==> src/rtl/sync_pattern_receiver_pkg.sv <==
// Shared types and default widths for the sync pattern receiver.
package sync_pattern_receiver_pkg;

  // Receiver lock state.
  typedef enum logic [1:0] {
    UNLOCKED = 2'd0,
    ACQUIRE  = 2'd1,
    LOCKED   = 2'd2
  } rx_state_t;

  localparam int DEF_CNT_W = 2;
  localparam int DEF_ERR_W = 8;

endpackage

==> src/rtl/sync_pattern_receiver_edge.sv <==
// Two-flop synchroniser followed by a registered rising-edge pulse.
// The pulse is high for one clk, three clk edges after the raw input edge.
module sync_edge_detector (
  input  logic i_clk,
  input  logic i_rst,
  input  logic i_async,
  output logic o_rise
);

  logic r_meta;
  logic r_sync;
  logic r_prev;
  logic r_rise;

  // Synchronise the raw input and register a one-clk pulse on its rising edge.
  always_ff @(posedge i_clk or posedge i_rst) begin
    if (i_rst) begin
      r_meta <= 1'b0;
      r_sync <= 1'b0;
      r_prev <= 1'b0;
      r_rise <= 1'b0;
    end else begin
      r_meta <= i_async;
      r_sync <= r_meta;
      r_prev <= r_sync;
      r_rise <= r_sync & ~r_prev;
    end
  end

  assign o_rise = r_rise;

endmodule

==> src/rtl/sync_pattern_receiver.sv <==
// Slave-side receiver for the n-high-in-m sync line: measures each frame,
// acquires/keeps lock, reconstructs the master phase and counts bad frames.
//
// state    | meaning
// UNLOCKED | waiting for the first frame start; phase held at 0
// ACQUIRE  | counting consecutive good frames towards lock
// LOCKED   | locked; consecutive bad frames counted towards unlock
//
// A timeout restarts measurement with the counters at 0. A frame start seen
// while the counters are still 0 only begins a new measurement, so a frame
// already judged bad by timeout is not judged a second time.
module sync_pattern_receiver import sync_pattern_receiver_pkg::*; #(
  parameter int CNT_W       = DEF_CNT_W,
  parameter int LOCK_FRAMES = 4,
  parameter int MISS_LIMIT  = 2,
  parameter int ERR_W       = DEF_ERR_W
) (
  input  logic             i_clk,
  input  logic             i_rst,
  input  logic             i_en,
  input  logic             i_toggle_en,
  input  logic             i_sync_in,
  input  logic [CNT_W-1:0] i_cnt_n,
  input  logic [CNT_W-1:0] i_cnt_m,
  output logic             o_locked,
  output logic             o_frame_start,
  output logic [CNT_W-1:0] o_phase,
  output logic [ERR_W-1:0] o_err_cnt
);

  localparam int CW1 = CNT_W + 1;
  localparam logic [CW1-1:0]   C1 = CW1'(1);
  localparam logic [CW1-1:0]   C2 = CW1'(2);
  localparam logic [CNT_W-1:0] P1 = CNT_W'(1);
  localparam logic [3:0]       G1 = 4'd1;
  localparam logic [ERR_W-1:0] E1 = ERR_W'(1);

  rx_state_t        r_state,  w_state_nx;
  logic [3:0]       r_good,   w_good_nx;
  logic [3:0]       r_miss,   w_miss_nx;
  logic [CW1-1:0]   r_hi,     w_hi_nx;
  logic [CW1-1:0]   r_per,    w_per_nx;
  logic [CNT_W-1:0] r_phase,  w_phase_nx;
  logic [CNT_W-1:0] r_exp_n,  w_exp_n_nx;
  logic [CNT_W-1:0] r_exp_m,  w_exp_m_nx;
  logic [ERR_W-1:0] r_err,    w_err_nx;
  logic             r_s_prev, w_s_prev_nx;
  logic             r_fs,     w_fs_nx;
  logic             r_sin_meta;
  logic             r_sin_sync;

  logic             w_tick;
  logic             w_s;
  logic             w_frame_edge;
  logic             w_eval;
  logic             w_good_frame;
  logic [CW1-1:0]   w_exp_n1;
  logic [CW1-1:0]   w_exp_m1;
  logic [CW1-1:0]   w_exp_m2;
  logic [CW1-1:0]   w_hi_inc;
  logic [CW1-1:0]   w_per_inc;
  logic [ERR_W-1:0] w_err_inc;

  sync_edge_detector u_toggle_edge (
    .i_clk   (i_clk),
    .i_rst   (i_rst),
    .i_async (i_toggle_en),
    .o_rise  (w_tick)
  );

  // Two-flop synchroniser for the sync line level.
  always_ff @(posedge i_clk or posedge i_rst) begin
    if (i_rst) begin
      r_sin_meta <= 1'b0;
      r_sin_sync <= 1'b0;
    end else begin
      r_sin_meta <= i_sync_in;
      r_sin_sync <= r_sin_meta;
    end
  end

  assign w_s          = r_sin_sync;
  assign w_frame_edge = w_s & ~r_s_prev;
  assign w_exp_n1     = CW1'(r_exp_n) + C1;
  assign w_exp_m1     = CW1'(r_exp_m) + C1;
  assign w_exp_m2     = CW1'(r_exp_m) + C2;
  assign w_hi_inc     = (r_hi  == '1) ? r_hi  : r_hi  + C1;
  assign w_per_inc    = (r_per == '1) ? r_per : r_per + C1;
  assign w_err_inc    = (r_err == '1) ? r_err : r_err + E1;

  // State register and all per-frame measurement state.
  always_ff @(posedge i_clk or posedge i_rst) begin
    if (i_rst) begin
      r_state  <= UNLOCKED;
      r_good   <= '0;
      r_miss   <= '0;
      r_hi     <= '0;
      r_per    <= '0;
      r_phase  <= '0;
      r_exp_n  <= '0;
      r_exp_m  <= '0;
      r_err    <= '0;
      r_s_prev <= 1'b0;
      r_fs     <= 1'b0;
    end else begin
      r_state  <= w_state_nx;
      r_good   <= w_good_nx;
      r_miss   <= w_miss_nx;
      r_hi     <= w_hi_nx;
      r_per    <= w_per_nx;
      r_phase  <= w_phase_nx;
      r_exp_n  <= w_exp_n_nx;
      r_exp_m  <= w_exp_m_nx;
      r_err    <= w_err_nx;
      r_s_prev <= w_s_prev_nx;
      r_fs     <= w_fs_nx;
    end
  end

  // Next-state logic: tick sampling, frame measurement, evaluation and lock control.
  always_comb begin
    w_state_nx   = r_state;
    w_good_nx    = r_good;
    w_miss_nx    = r_miss;
    w_hi_nx      = r_hi;
    w_per_nx     = r_per;
    w_phase_nx   = r_phase;
    w_exp_n_nx   = r_exp_n;
    w_exp_m_nx   = r_exp_m;
    w_err_nx     = r_err;
    w_s_prev_nx  = r_s_prev;
    w_fs_nx      = 1'b0;
    w_eval       = 1'b0;
    w_good_frame = 1'b0;

    if (!i_en) begin
      w_state_nx  = UNLOCKED;
      w_good_nx   = '0;
      w_miss_nx   = '0;
      w_hi_nx     = '0;
      w_per_nx    = '0;
      w_phase_nx  = '0;
      w_s_prev_nx = 1'b0;
    end else if (w_tick) begin
      w_s_prev_nx = w_s;
      if (w_frame_edge) begin
        w_fs_nx    = 1'b1;
        w_exp_n_nx = i_cnt_n;
        w_exp_m_nx = i_cnt_m;
        w_hi_nx    = C1;
        w_per_nx   = C1;
        w_phase_nx = '0;
        if (r_state == UNLOCKED) begin
          w_state_nx = ACQUIRE;
          w_good_nx  = '0;
          w_miss_nx  = '0;
        end else if (r_per != '0) begin
          w_eval       = 1'b1;
          w_good_frame = (r_hi == w_exp_n1) && (r_per == w_exp_m1);
        end
      end else if (r_state != UNLOCKED) begin
        w_hi_nx    = w_s ? w_hi_inc : r_hi;
        w_per_nx   = w_per_inc;
        w_phase_nx = (r_phase == r_exp_m) ? '0 : r_phase + P1;
        if (w_per_inc == w_exp_m2) begin
          w_eval   = 1'b1;
          w_hi_nx  = '0;
          w_per_nx = '0;
        end
      end

      if (w_eval) begin
        if (r_state == ACQUIRE) begin
          if (w_good_frame) begin
            w_good_nx = r_good + G1;
            if (w_good_nx == 4'(LOCK_FRAMES)) begin
              w_state_nx = LOCKED;
              w_miss_nx  = '0;
            end
          end else begin
            w_good_nx = '0;
            w_err_nx  = w_err_inc;
          end
        end else if (r_state == LOCKED) begin
          if (w_good_frame) begin
            w_miss_nx = '0;
          end else begin
            w_miss_nx = r_miss + G1;
            w_err_nx  = w_err_inc;
            if (w_miss_nx == 4'(MISS_LIMIT)) begin
              w_state_nx = UNLOCKED;
              w_miss_nx  = '0;
              w_good_nx  = '0;
              w_hi_nx    = '0;
              w_per_nx   = '0;
              w_phase_nx = '0;
            end
          end
        end
      end
    end
  end

  assign o_locked      = (r_state == LOCKED);
  assign o_frame_start = r_fs;
  assign o_phase       = r_phase;
  assign o_err_cnt     = r_err;

endmodule

==> config.mk <==
export PLATFORM = sky130hd
export DESIGN_NAME = sync_pattern_receiver
export DESIGN_NICKNAME = d
export VERILOG_FILES = /design/src/rtl/sync_pattern_receiver_pkg.sv /design/src/rtl/sync_pattern_receiver_edge.sv /design/src/rtl/sync_pattern_receiver.sv
export SDC_FILE = /design/constraint.sdc
export NUM_CORES = 1
export LEC_CHECK = 0
export CORE_AREA = 3 3 67 69
export CTS_BUF_LIST = sky130_fd_sc_hd__clkbuf_16
export DETAILED_ROUTE_END_ITERATION = 7
export DIE_AREA = 0 0 70 72
export PLACE_DENSITY = 0.77
export SYNTH_ARGS = -nofsm -noshare
export SYNTH_HDL_FRONTEND = slang
export SYNTH_HIERARCHICAL = 1
export SYNTH_SLANG_ARGS = --single-unit
export TNS_END_PERCENT = 30
==> constraint.sdc <==
create_clock -name i_clk -period 3.3 [get_ports i_clk]
set_input_delay 0.825 -clock i_clk [delete_from_list [all_inputs] [get_ports i_clk]]
set_output_delay 0.825 -clock i_clk [all_outputs]
set_load 0.005 [all_outputs]
==> metrics.md, run 1 <==
| Metric | Value |
|---|---|
| Status | `complete, no violations` |
| Pin count of the biggest net entering global routing | `35` |
| Sequential area share after synthesis | `a little over two fifths` |
| Synthesized area | `between 2000 and 2500 um2` |
| Switch Pwr | `~0.29 mW` |
| Final global-route overflow total | `0` |
| Hold Buf Count CTS | `0` |
| Post-CTS setup buffers | `0` |
| Multi-input logic area | `1220 um2` |
| Die ar. | `about 5000 um2` |
| Syn Area/Cell | `around 9.9 um2` |
| Final net count | `273` |
| Vias per inst | `around 6.1` |
| HPWL Detailed | `between 3000 and 4000 um` |
| Post-synth top area share | `42.1%` |
| Row Count | `23` |
| Num CTS Buffers | `5` |
| Static Leakage | `1.09 nW` |
| ANT cells | `0` |
| Period utilization | `82.4%` |
| Area leader, netlist | `dfrtp_1` |
| Die span in y | `about 72 um` |
| H-tree levels | `2` |
| Post-synth ARST share | `100%` |
| Crit. path cell count | `7` |
| ANT nets after route | `0` |
| CTS Root Cell | `clkbuf_16` |
| Sequential Area | `951 um2` |
| Net Sw Frac | `25.9%` |
| Vias in the first global route | `approximately 1900` |
| Fillers | `320` |
| Synth-to-Final Area Change | `16.9%` |
| Reg2reg end | `o_err_cnt[1]$_DFFE_PP0P_` |
| Min-delay worst type | `flop to flop` |
| Worst Skew | `approximately 0.0057 ns` |
| Synth warn | `6` |
| Int Pwr | `around 0.82 mW` |
| Count leader, synth | `dfrtp_1` |
| Critical path origin | `r_per[0]$_DFFE_PP0P_` |
| Syn_nets | `250` |
| Via count | `approximately 1900` |
| Total negative setup slack | `0 ns` |
| Hold Path Stages | `0` |
| DRC | `0` |
| Final hold vios | `0` |
| CTS resizes | `0` |
| Total GRT Usage | `between 20% and 30%` |
| Slew headroom | `a little under three fifths` |
| #FFs+latches synth | `38` |
| Crit start category | `flop` |
| Routed wire length per instance | `approximately 16 um` |
| Pins Over Slew Limit | `0` |
| Beginning of the worst register-to-register path | `r_per[0]$_DFFE_PP0P_` |
| Fmax | `about 370 MHz` |
| Number of iterations in the first detailed-routing pass | `4` |
| Clk pwr share | `approximately two fifths` |
| Gp weighted congestion | `0.865` |
| Final wirelength | `between 4000 and 5000 um` |
| CTS tree | `yes` |
| Post-synth EDFFs | `0` |
| Starting density of the core | `56.9%` |
| CP peak stage delay | `roughly 0.60 ns` |
| Critical Path AT | `around 2.9 ns` |
| CP Buf/Inv Count | `1` |
| Crit path capture type | `flop` |
| Setup Viol. Count Final | `0` |
| Worst path top cell family by delay | `compound AO/OA/AOI/OAI gates` |
| End of the critical path | `o_err_cnt[1]$_DFFE_PP0P_` |
| RSZ-0062 raised after global routing | `false` |
| Hold_ws | `approximately 0.35 ns` |
| Slew @ Worst Pin | `between 0.6 and 0.7 ns` |
| Worst-case clock buffer depth | `2` |
| Crit Path Category | `flop to flop` |
| Layout cells sized above 1 | `roughly 8.7%` |
| Power per cell area | `around 420 nW/um2` |
| Period minus WS final | `2.72 ns` |
| I/O Pins | `21` |
| Worst reg-to-reg setup slack | `about 0.58 ns` |
| Clk Latency, worst-skew pair | `about 0.28 ns` |
| Die width | `70 um` |
| # port buffers | `20` |
| Max_cap viols | `0` |
| Cell variety after synth | `51` |
| Global-route wire length before repair | `between 8000 and 9000 um` |
| Worst-path clk slew | `~0.050 ns` |
| Cells on worst reg2reg path | `7` |
| Core Footprint | `between 3000 and 4000 um2` |
| Mapped Cells | `229` |
| Seq pwr share | `between 40% and 50%` |
| Predominant post-synthesis flop cell | `dfrtp_1` |
| Synth area leaders | `dfrtp_1, ha_1, xnor2_1` |
| Crit path max-delay cell type | `a2111oi_4` |
| Maximum vdd drop | `around 0.00037 V` |
| Worst-path cell chain | `inv_1, ha_1, or4bb_1, o211ai_2, nand3_4, a2111oi_4, mux2_1` |
| Combinational share of power | `between 10 and 15%` |
| CP required | `3.46 ns` |
| Antenna violations before repair | `0` |
| Most frequent cells after synthesis | `dfrtp_1, nand2_1, inv_1` |
| Total power | `~1.1 mW` |
| Crit Path Max Fanout | `8` |
| Total clock sinks | `38` |
| Initial DRC Count | `roughly 170` |
## sequential cells by signal, indices dropped and copies added (netlist names)
signal and flops:
o_err_cnt 8, o_frame_start 1, o_phase 2, r_exp_m 2, r_exp_n 2, r_good 4, r_hi 3, r_miss 4
r_per 3, r_s_prev 1, r_sin_meta 1, r_sin_sync 1, r_state 2, u_toggle_edge/o_rise 1, u_toggle_edge/r_meta 1, u_toggle_edge/r_prev 1
u_toggle_edge/r_sync 1
## per-layer routing
layer	GRT usage [%]	wire length, um
met2	36.2	2340
met4	8.09	59
met5	0	0
met1	25.4	2110
met3	4.71	223
## placed cells by master, fill, tap and decap left out, drive strengths merged, types with 3 or more instances in the layout
cell type / synthesis / final
a21oi: 11 / 11
a32o: 8 / 8
and2: 3 / 3
and3: 4 / 4
clkbuf: 4 / 5
clkdlybuf4s50: 0 / 20
dfrtp: 38 / 38
ha: 12 / 12
inv: 15 / 16
mux2: 6 / 6
nand2: 25 / 25
nand2b: 4 / 4
nand3: 7 / 7
nand4: 7 / 7
nor2: 14 / 14
nor2b: 3 / 3
nor3: 5 / 5
o211ai: 3 / 3
o21ai: 14 / 14
xnor2: 14 / 14
xor2: 3 / 3
## power by group through the flow
stage                     sequential (mW)  clock [mW]  combinational [mW]
after floorplan                     0.508           0               0.116
after global placement              0.514           0               0.147
after detailed placement            0.515           0               0.152
after CTS                           0.507       0.457               0.153
after global routing                0.510       0.474               0.171
final                               0.507       0.448               0.153
## layout make-up
| cell class | instances | share of cell area, % |
|---|---|---|
| clock buffers | 5 | 4.73 |
| clock inverters | 2 | 0.426 |
| inverters | 15 | 2.13 |
| multi-input cells | 170 | 46.2 |
| flip-flops and latches | 38 | 36.0 |
| well taps | 50 | 2.37 |
| repair buffers | 22 | 8.14 |
## logic make-up after synthesis
family / share of synthesized area, %
adders and majority gates: 6.64
buffers and inverters: 3.88
DFF: 42.1
muxes: 3.88
and+or+nand+nor: 18.5
AOI/OAI and AO/OA: 18.4
xor gates and xnor gates: 6.59
## per-stage QoR
| step | cell area, um2 | worst slack [ns] | util (%) | instances |
|---|---|---|---|---|
| global placement | 2510 | 0.533 | 63.1 | 295 |
| finish | 2640 | 0.581 | 66.5 | 302 |
| global route | 2640 | 0.434 | 66.5 | 302 |
| floorplan | 2260 | 0.827 | - | 229 |
| detailed placement | 2510 | 0.499 | 63.1 | 295 |
| CTS | 2640 | 0.563 | 66.5 | 302 |
## how the worst min path moves through the flow
stage	endpoint	slack [ns]	from
after global placement	r_sin_sync$_DFF_PP0_	0.33	r_sin_meta$_DFF_PP0_
after floorplan	r_sin_sync$_DFF_PP0_	0.33	r_sin_meta$_DFF_PP0_
after CTS	r_sin_sync$_DFF_PP0_	0.35	r_sin_meta$_DFF_PP0_
final	r_sin_sync$_DFF_PP0_	0.35	r_sin_meta$_DFF_PP0_
after detailed placement	r_sin_sync$_DFF_PP0_	0.33	r_sin_meta$_DFF_PP0_
after global routing	r_sin_sync$_DFF_PP0_	0.36	r_sin_meta$_DFF_PP0_
No activity file was read; power rests on OpenSTA's default activity.
==> run 2: changes to the inputs <==
--- a/config.mk
+++ b/config.mk
@@ -5,11 +5,11 @@
 export SDC_FILE = /design/constraint.sdc
 export NUM_CORES = 1
 export LEC_CHECK = 0
-export CORE_AREA = 3 3 67 69
+export CORE_AREA = 3 3 70 72
 export CTS_BUF_LIST = sky130_fd_sc_hd__clkbuf_16
 export DETAILED_ROUTE_END_ITERATION = 7
-export DIE_AREA = 0 0 70 72
-export PLACE_DENSITY = 0.77
+export DIE_AREA = 0 0 73 75
+export PLACE_DENSITY = 0.74
 export SYNTH_ARGS = -nofsm -noshare
 export SYNTH_HDL_FRONTEND = slang
 export SYNTH_HIERARCHICAL = 1
==> constraint.sdc (replaced) <==
create_clock -name i_clk -period 2.3 [get_ports i_clk]
set_input_delay 0.575 -clock i_clk [delete_from_list [all_inputs] [get_ports i_clk]]
set_output_delay 0.575 -clock i_clk [all_outputs]
set_load 0.005 [all_outputs]
==> run 2 against run 1 <==
  * The run now ends with setup timing left
  * Setup slack got worse by 0.65 ns
  * Clock power increased by 100%
  * Non-clock buffer count increased by 27
==> metrics.md, run 2 (synthesis gave the netlist of run 1 again) <==
| Metric | Value |
|---|---|
| Via count | `roughly 1900` |
| Final wirelength | `5220 um` |
| Critical Path AT | `2.54 ns` |
| Status | `complete, but fails checks` |
| Routed wire length per instance | `around 16 um` |
| Crit start category | `flop` |
| H-tree levels | `2` |
| Reg2reg end | `o_err_cnt[1]$_DFFE_PP0P_` |
| Starting density of the core | `between 50% and 60%` |
| Final net count | `300` |
| Die ar. | `~5500 um2` |
| Hold Buf Count CTS | `0` |
| Combinational share of power | `between 10% and 20%` |
| Beginning of the worst register-to-register path | `r_per[0]$_DFFE_PP0P_` |
| Pins Over Slew Limit | `0` |
| Min-Delay Endpoint | `u_toggle_edge/r_sync$_DFF_PP0_` |
| Dpl ws | `-0.116 ns` |
| Total clock sinks | `38` |
| Pin count of the biggest net entering global routing | `35` |
| CTS tree | `yes` |
| Slew @ Worst Pin | `slightly below 0.7 ns` |
| Number of iterations in the first detailed-routing pass | `4` |
| Int Pwr | `1.44 mW` |
| Cells on worst reg2reg path | `8` |
| PnR worst setup slack | `-0.0739 ns` |
| # port buffers | `20` |
| Static Leakage | `~1.3 nW` |
| Util after Layout | `between 60% and 70%` |
| I/O Pins | `21` |
| Die width | `roughly 73 um` |
| Total negative setup slack | `-0.133 ns` |
| Clk Latency, worst-skew pair | `about 0.28 ns` |
| Crit path capture type | `flop` |
| Vias per inst | `between 5 and 6` |
| Crit Path Max Fanout | `8` |
| Worst Skew | `0.00436 ns` |
| Die span in y | `~75 um` |
| Gp weighted congestion | `~0.86` |
| Row Count | `24` |
| HPWL Detailed | `~3800 um` |
| Num CTS Buffers | `5` |
| Fmax | `421 MHz` |
| Net Sw Frac | `between 20% and 30%` |
| DRC | `0` |
| Core Footprint | `4350 um2` |
| Period minus WS final | `around 2.4 ns` |
| RSZ-0062 raised after global routing | `true` |
| Max_cap viols | `0` |
| Min-delay worst type | `flop to flop` |
| Crit Path Category | `flop to flop` |
| Worst Hold Launch | `u_toggle_edge/r_meta$_DFF_PP0_` |
| Worst-case clock buffer depth | `2` |
| Total GRT Usage | `between 20% and 30%` |
| Setup Viol. Count Final | `6` |
| Maximum vdd drop | `just under 0.0006 V` |
| Most frequent standard cell in the layout excluding fill and tap cells | `dfrtp_1` |
| Worst reg-to-reg setup slack | `-0.07 ns` |
| Commonest non-fill, non-tap cells in the layout | `dfrtp_1, buf_4, nand2_1` |
| Clk pwr share | `around 47%` |
| Layout cells sized above 1 | `around 22%` |
| Synth-to-Final Area Change | `31.0%` |
| Vias in the first global route | `about 1800` |
| CTS Root Cell | `clkbuf_16` |
| Failing checks | `setup timing` |
| Initial DRC Count | `between 100 and 150` |
| Worst-path clk slew | `0.06 ns` |
| CP required | `approximately 2.5 ns` |
| Fillers | `342` |
| ANT nets after route | `0` |
| Global-route wire length before repair | `between 8000 and 9000 um` |
| Max FFs per register | `8` |
| Switch Pwr | `approximately 0.46 mW` |
| Hold Path Stages | `0` |
| Final global-route overflow total | `0` |
| Seq pwr share | `between 30% and 40%` |
| Final hold vios | `0` |
| Slew headroom | `54.4%` |
| Antenna violations before repair | `0` |
| ANT cells | `0` |
| Power per cell area | `640 nW/um2` |
| Period utilization | `103%` |
==> run 2: cell types whose count changed in the layout (fill, tap and decap cells not counted), moves of 2 or more <==
cell and delta:
inv_2 +2, bufinv_16 +2, buf_4 +27, o21ai_2 +2, o21ai_0 -3, inv_1 -3
==> run 2: what timing repair did <==
item,in CTS,in global routing
pin swaps,3,2
endpoints found under the setup margin,10,24
setup buffers,3,0
gates resized for setup,3,10
==> run 2: layout make-up <==
class                   instances  area [um2]  share of cell area (%)
flip-flops and latches         38         951                    32.1
clock inverters                 3        68.8                    2.32
inverters                      15        56.3                    1.90
well taps                      52        65.1                    2.20
clock buffers                   5         125                    4.23
repair buffers                 49         418                    14.1
multi-input cells             170        1280                    43.1
==> run 2: per-stage QoR <==
step	total power, mW	std cells	cell area, um2	hold slack, ns
after floorplan	0.896	229	2270	0.331
after global placement	0.986	321	2700	0.331
after detailed placement	0.994	321	2700	0.336
after CTS	1.90	332	2930	0.349
after global routing	1.97	332	2960	0.360
final	1.89	332	2960	0.348
==> run 2: power by group through the flow <==
stage / sequential (mW) / combinational (mW) / clock [mW]
final: 0.721 / 0.275 / 0.898
after floorplan: 0.729 / 0.167 / 0
after CTS: 0.721 / 0.268 / 0.914
after detailed placement: 0.733 / 0.261 / 0
after global routing: 0.725 / 0.301 / 0.941
after global placement: 0.731 / 0.255 / 0
==> run 2: worst max-delay path by stage <==
| stage | endpoint | from | cells past startpoint |
|---|---|---|---|
| floorplan | o_err_cnt[1]$_DFFE_PP0P_ | r_per[1]$_DFFE_PP0P_ | 7 |
| global placement | o_err_cnt[1]$_DFFE_PP0P_ | r_per[1]$_DFFE_PP0P_ | 8 |
| detailed placement | o_err_cnt[1]$_DFFE_PP0P_ | r_per[1]$_DFFE_PP0P_ | 8 |
| CTS | o_err_cnt[1]$_DFFE_PP0P_ | r_per[1]$_DFFE_PP0P_ | 8 |
| global route | o_err_cnt[1]$_DFFE_PP0P_ | r_per[1]$_DFFE_PP0P_ | 8 |
| finish | o_err_cnt[1]$_DFFE_PP0P_ | r_per[0]$_DFFE_PP0P_ | 8 |
==> run 2: per-layer routing <==
metal | GRT usage, % | wire [um] | up-vias
met5 | 0 | 0 | -
li1 | - | - | 927
met1 | 27.2 | 2490 | 933
met4 | 6.15 | 87 | 0
met2 | 33.7 | 2450 | 54
met3 | 4.27 | 193 | 7
==> run 2: worst max-delay path: stages, from the launching register on <==
cell and delay (ns):
dfrtp_1 0.38, inv_2 0.06, ha_4 0.28, or4b_1 0.45, o211ai_2 0.14, nand3_4 0.12, a2111oi_4 0.31, buf_4 0.21
mux2_1 0.31
==> run 3: changes to the inputs <==
--- a/config.mk
+++ b/config.mk
@@ -5,11 +5,13 @@
 export SDC_FILE = /design/constraint.sdc
 export NUM_CORES = 1
 export LEC_CHECK = 0
-export CORE_AREA = 3 3 70 72
+export ABC_AREA = 1
+export CORE_AREA = 3 3 74 76
 export CTS_BUF_LIST = sky130_fd_sc_hd__clkbuf_16
+export CTS_CLUSTER_DIAMETER = 30
 export DETAILED_ROUTE_END_ITERATION = 7
-export DIE_AREA = 0 0 73 75
-export PLACE_DENSITY = 0.74
+export DIE_AREA = 0 0 77 79
+export PLACE_DENSITY = 0.75
 export SYNTH_ARGS = -nofsm -noshare
 export SYNTH_HDL_FRONTEND = slang
 export SYNTH_HIERARCHICAL = 1
==> run 3 against run 2 <==
  * The run now ends clean
  * Wire length is 10% higher
  * Maximum frequency is 14% higher
  * Global-route usage is 0.18 points lower
  * Setup slack better by 0.30 ns
  * First-iteration DRC count is 1.7% higher
==> metrics.md, run 3 <==
| Metric | Value |
|---|---|
| Status | `complete, no violations` |
| RSZ-0062 raised after global routing | `false` |
| Crit start category | `flop` |
| HPWL Detailed | `between 4000 and 5000 um` |
| Starting density of the core | `between 50% and 60%` |
| Total clock sinks | `38` |
| Core Footprint | `about 4800 um2` |
| #FFs+latches synth | `38` |
| Most frequent cells after synthesis | `nand2_1, inv_1, dfrtp_1` |
| CP required | `~1.7 ns` |
| Worst reg-to-reg setup slack | `0.23 ns` |
| PnR worst setup slack | `roughly 0.22 ns` |
| Total GRT Usage | `~20%` |
| Power per cell area | `approximately 540 nW/um2` |
| Fillers | `approximately 450` |
| Post-placement cell count | `between 400 and 500` |
| Post-synth EDFFs | `0` |
| Cell variety after synth | `32` |
| Placed Instance Area | `2880 um2` |
| Num CTS Buffers | `5` |
| Static Leakage | `1.67 nW` |
| Slew headroom | `a little over two thirds` |
| Synthesized area | `between 2000 and 3000 um2` |
| Worst Hold Launch | `r_sin_meta$_DFF_PP0_` |
| Synth-to-Final Area Change | `16.1%` |
| Period utilization | `90.2%` |
| Reg2reg end | `o_err_cnt[6]$_DFFE_PP0P_` |
| Worst-case clock buffer depth | `2` |
| Vias per inst | `about 5.1` |
| Seq pwr share | `between 40% and 50%` |
| Cells on worst reg2reg path | `13` |
| Maximum vdd drop | `roughly 0.00037 V` |
| Post-CTS setup buffers | `0` |
| Predominant post-synthesis flop cell | `dfrtp_1` |
| Die ar. | `a little over 6000 um2` |
| Crit Path Max Fanout | `3` |
| Final instance area | `around 3000 um2` |
| Combinational share of power | `about 16%` |
| Final Non-Filler Cells | `463` |
| Int Pwr | `roughly 1.2 mW` |
| Dpl ws | `between 0.2 and 0.3 ns` |
| Post-synth ARST share | `100%` |
| Multi-input logic area | `about 1400 um2` |
| Hold Path Stages | `0` |
| Gp weighted congestion | `a little over 0.9` |
| Beginning of the worst register-to-register path | `r_state[0]$_DFFE_PP0P_` |
| Setup Viol. Count Final | `0` |
| Die span in y | `around 80 um` |
| Number of iterations in the first detailed-routing pass | `4` |
| Final wirelength | `between 5000 and 6000 um` |
| Commonest non-fill, non-tap cells in the layout | `nand2_1, inv_1, dfrtp_1` |
| I/O Pins | `21` |
| CTS Root Cell | `clkbuf_16` |
| Row Count | `25` |
| Mapped Cells | `between 300 and 400` |
| Min-delay worst type | `flop to flop` |
| Max FFs per register | `8` |
| Die width | `approximately 77 um` |
| Hold Buf Count CTS | `0` |
| Sequential area share after synthesis | `a little over a third` |
| Clk pwr share | `39.6%` |
| Antenna violations before repair | `0` |
| Syn Area/Cell | `7.04 um2` |
| Crit Path Category | `flop to output port` |
| ANT nets after route | `0` |
| Synth warn | `6` |
| Synth area leaders | `dfrtp_1, nand2_1, inv_1` |
| Sequential Area | `approximately 950 um2` |
| Period minus WS final | `2.08 ns` |
| Pin count of the biggest net entering global routing | `35` |
| Most frequent standard cell in the layout excluding fill and tap cells | `nand2_1` |
| H-tree levels | `2` |
| Final hold vios | `0` |
| Pins Over Slew Limit | `0` |
| Initial DRC Count | `120` |
| Worst Skew | `0.00439 ns` |
| Vias in the first global route | `approximately 2300` |
| Post-synth top area share | `a little over a third` |
| Total power | `1.63 mW` |
| Critical Path AT | `1.50 ns` |
| Slew @ Worst Pin | `between 0.4 and 0.5 ns` |
| Total negative setup slack | `0 ns` |
| CTS tree | `yes` |
| Max_cap viols | `0` |
| Final net count | `between 400 and 500` |
| Min-Delay Endpoint | `r_sin_sync$_DFF_PP0_` |
| # port buffers | `20` |
| Area leader, netlist | `dfrtp_1` |
| Routed wire length per instance | `about 12 um` |
| Fmax | `between 400 and 500 MHz` |
| Worst-path clk slew | `~0.060 ns` |
| Global-route wire length before repair | `between 9000 and 10000 um` |
| Syn_nets | `between 300 and 400` |
| CTS resizes | `0` |
| Via count | `~2400` |
| Layout cells sized above 1 | `about 9%` |
| Count leader, synth | `nand2_1` |
| ANT cells | `0` |
| Switch Pwr | `0.448 mW` |
| DRC | `0` |
| Final global-route overflow total | `0` |
| Crit path capture type | `output port` |
| Net Sw Frac | `about 28%` |
| Clk Latency, worst-skew pair | `roughly 0.28 ns` |
run 3: cell count changes after synthesis, moves of 5 or more:
| cell | previous run | this run |
|---|---|---|
| inv_1 | 15 | 51 |
| xnor2_1 | 14 | 2 |
| nand3_1 | 6 | 21 |
| nor2_2 | 0 | 5 |
| a32o_1 | 8 | 0 |
| mux2_2 | 5 | 0 |
| nor2_1 | 14 | 24 |
| nand2_1 | 25 | 149 |
run 3: power groups by stage:
stage,clock (mW),combinational [mW],sequential (mW)
6_report,0.645,0.262,0.719
4_1_cts,0.656,0.264,0.719
2_1_floorplan,0,0.196,0.725
3_5_place_dp,0,0.262,0.731
3_3_place_gp,0,0.256,0.730
5_1_grt,0.693,0.303,0.723
run 3: area by class of cell:
class                      count  area share, %
clock buffer                   5           4.15
clock inverter                 3          0.415
inverter                      55           6.97
multi-input combinational    270           46.2
sequential                    38           31.5
tap                           67           2.78
timing repair buffer          25           7.89
run 3: worst max-delay path, stage by stage, from the launching register on:
cell	delay, ns
dfrtp_1	0.40
inv_1	0.11
ha_1	0.20
clkdlybuf4s50_1	0.51
run 3: worst max-delay path by stage:
stage	slack, ns	to	cells after the start	startpoint
floorplan	0.51	r_hi[0]$_DFFE_PP0P_	16	r_state[0]$_DFFE_PP0P_
global placement	0.27	o_err_cnt[6]$_DFFE_PP0P_	9	i_en
detailed placement	0.26	o_err_cnt[6]$_DFFE_PP0P_	9	i_en
CTS	0.22	o_locked	3	r_state[0]$_DFFE_PP0P_
global route	0.03	o_err_cnt[6]$_DFFE_PP0P_	13	r_state[1]$_DFFE_PP0P_
finish	0.22	o_locked	3	r_state[0]$_DFFE_PP0P_
run 3: cells by family after synthesis:
group | after synthesis | synth area share, %
buf+inv | 61 | 9.69
fa+ha+maj | 12 | 5.78
compound gates | 27 | 6.17
xor+xnor | 10 | 3.95
simple gates | 221 | 37.8
flops | 38 | 36.6
run 3: stage by stage:
stage,hold slack (ns),utilization [%]
after CTS,0.350,63.0
after global routing,0.352,63.0
final,0.347,63.0
after global placement,0.332,60.1
after detailed placement,0.337,60.1
after floorplan,0.331,-
run 3: routing by layer:
| layer | GRT usage (%) | up-vias | part of all wire (%) |
|---|---|---|---|
| li1 | - | 1188 | - |
| met1 | 26.4 | 1099 | 46 |
| met2 | 34.1 | 59 | 48 |
| met3 | 3.17 | 9 | 4.6 |
| met4 | 7.65 | 0 | 1.7 |
| met5 | 0 | - | 0 |
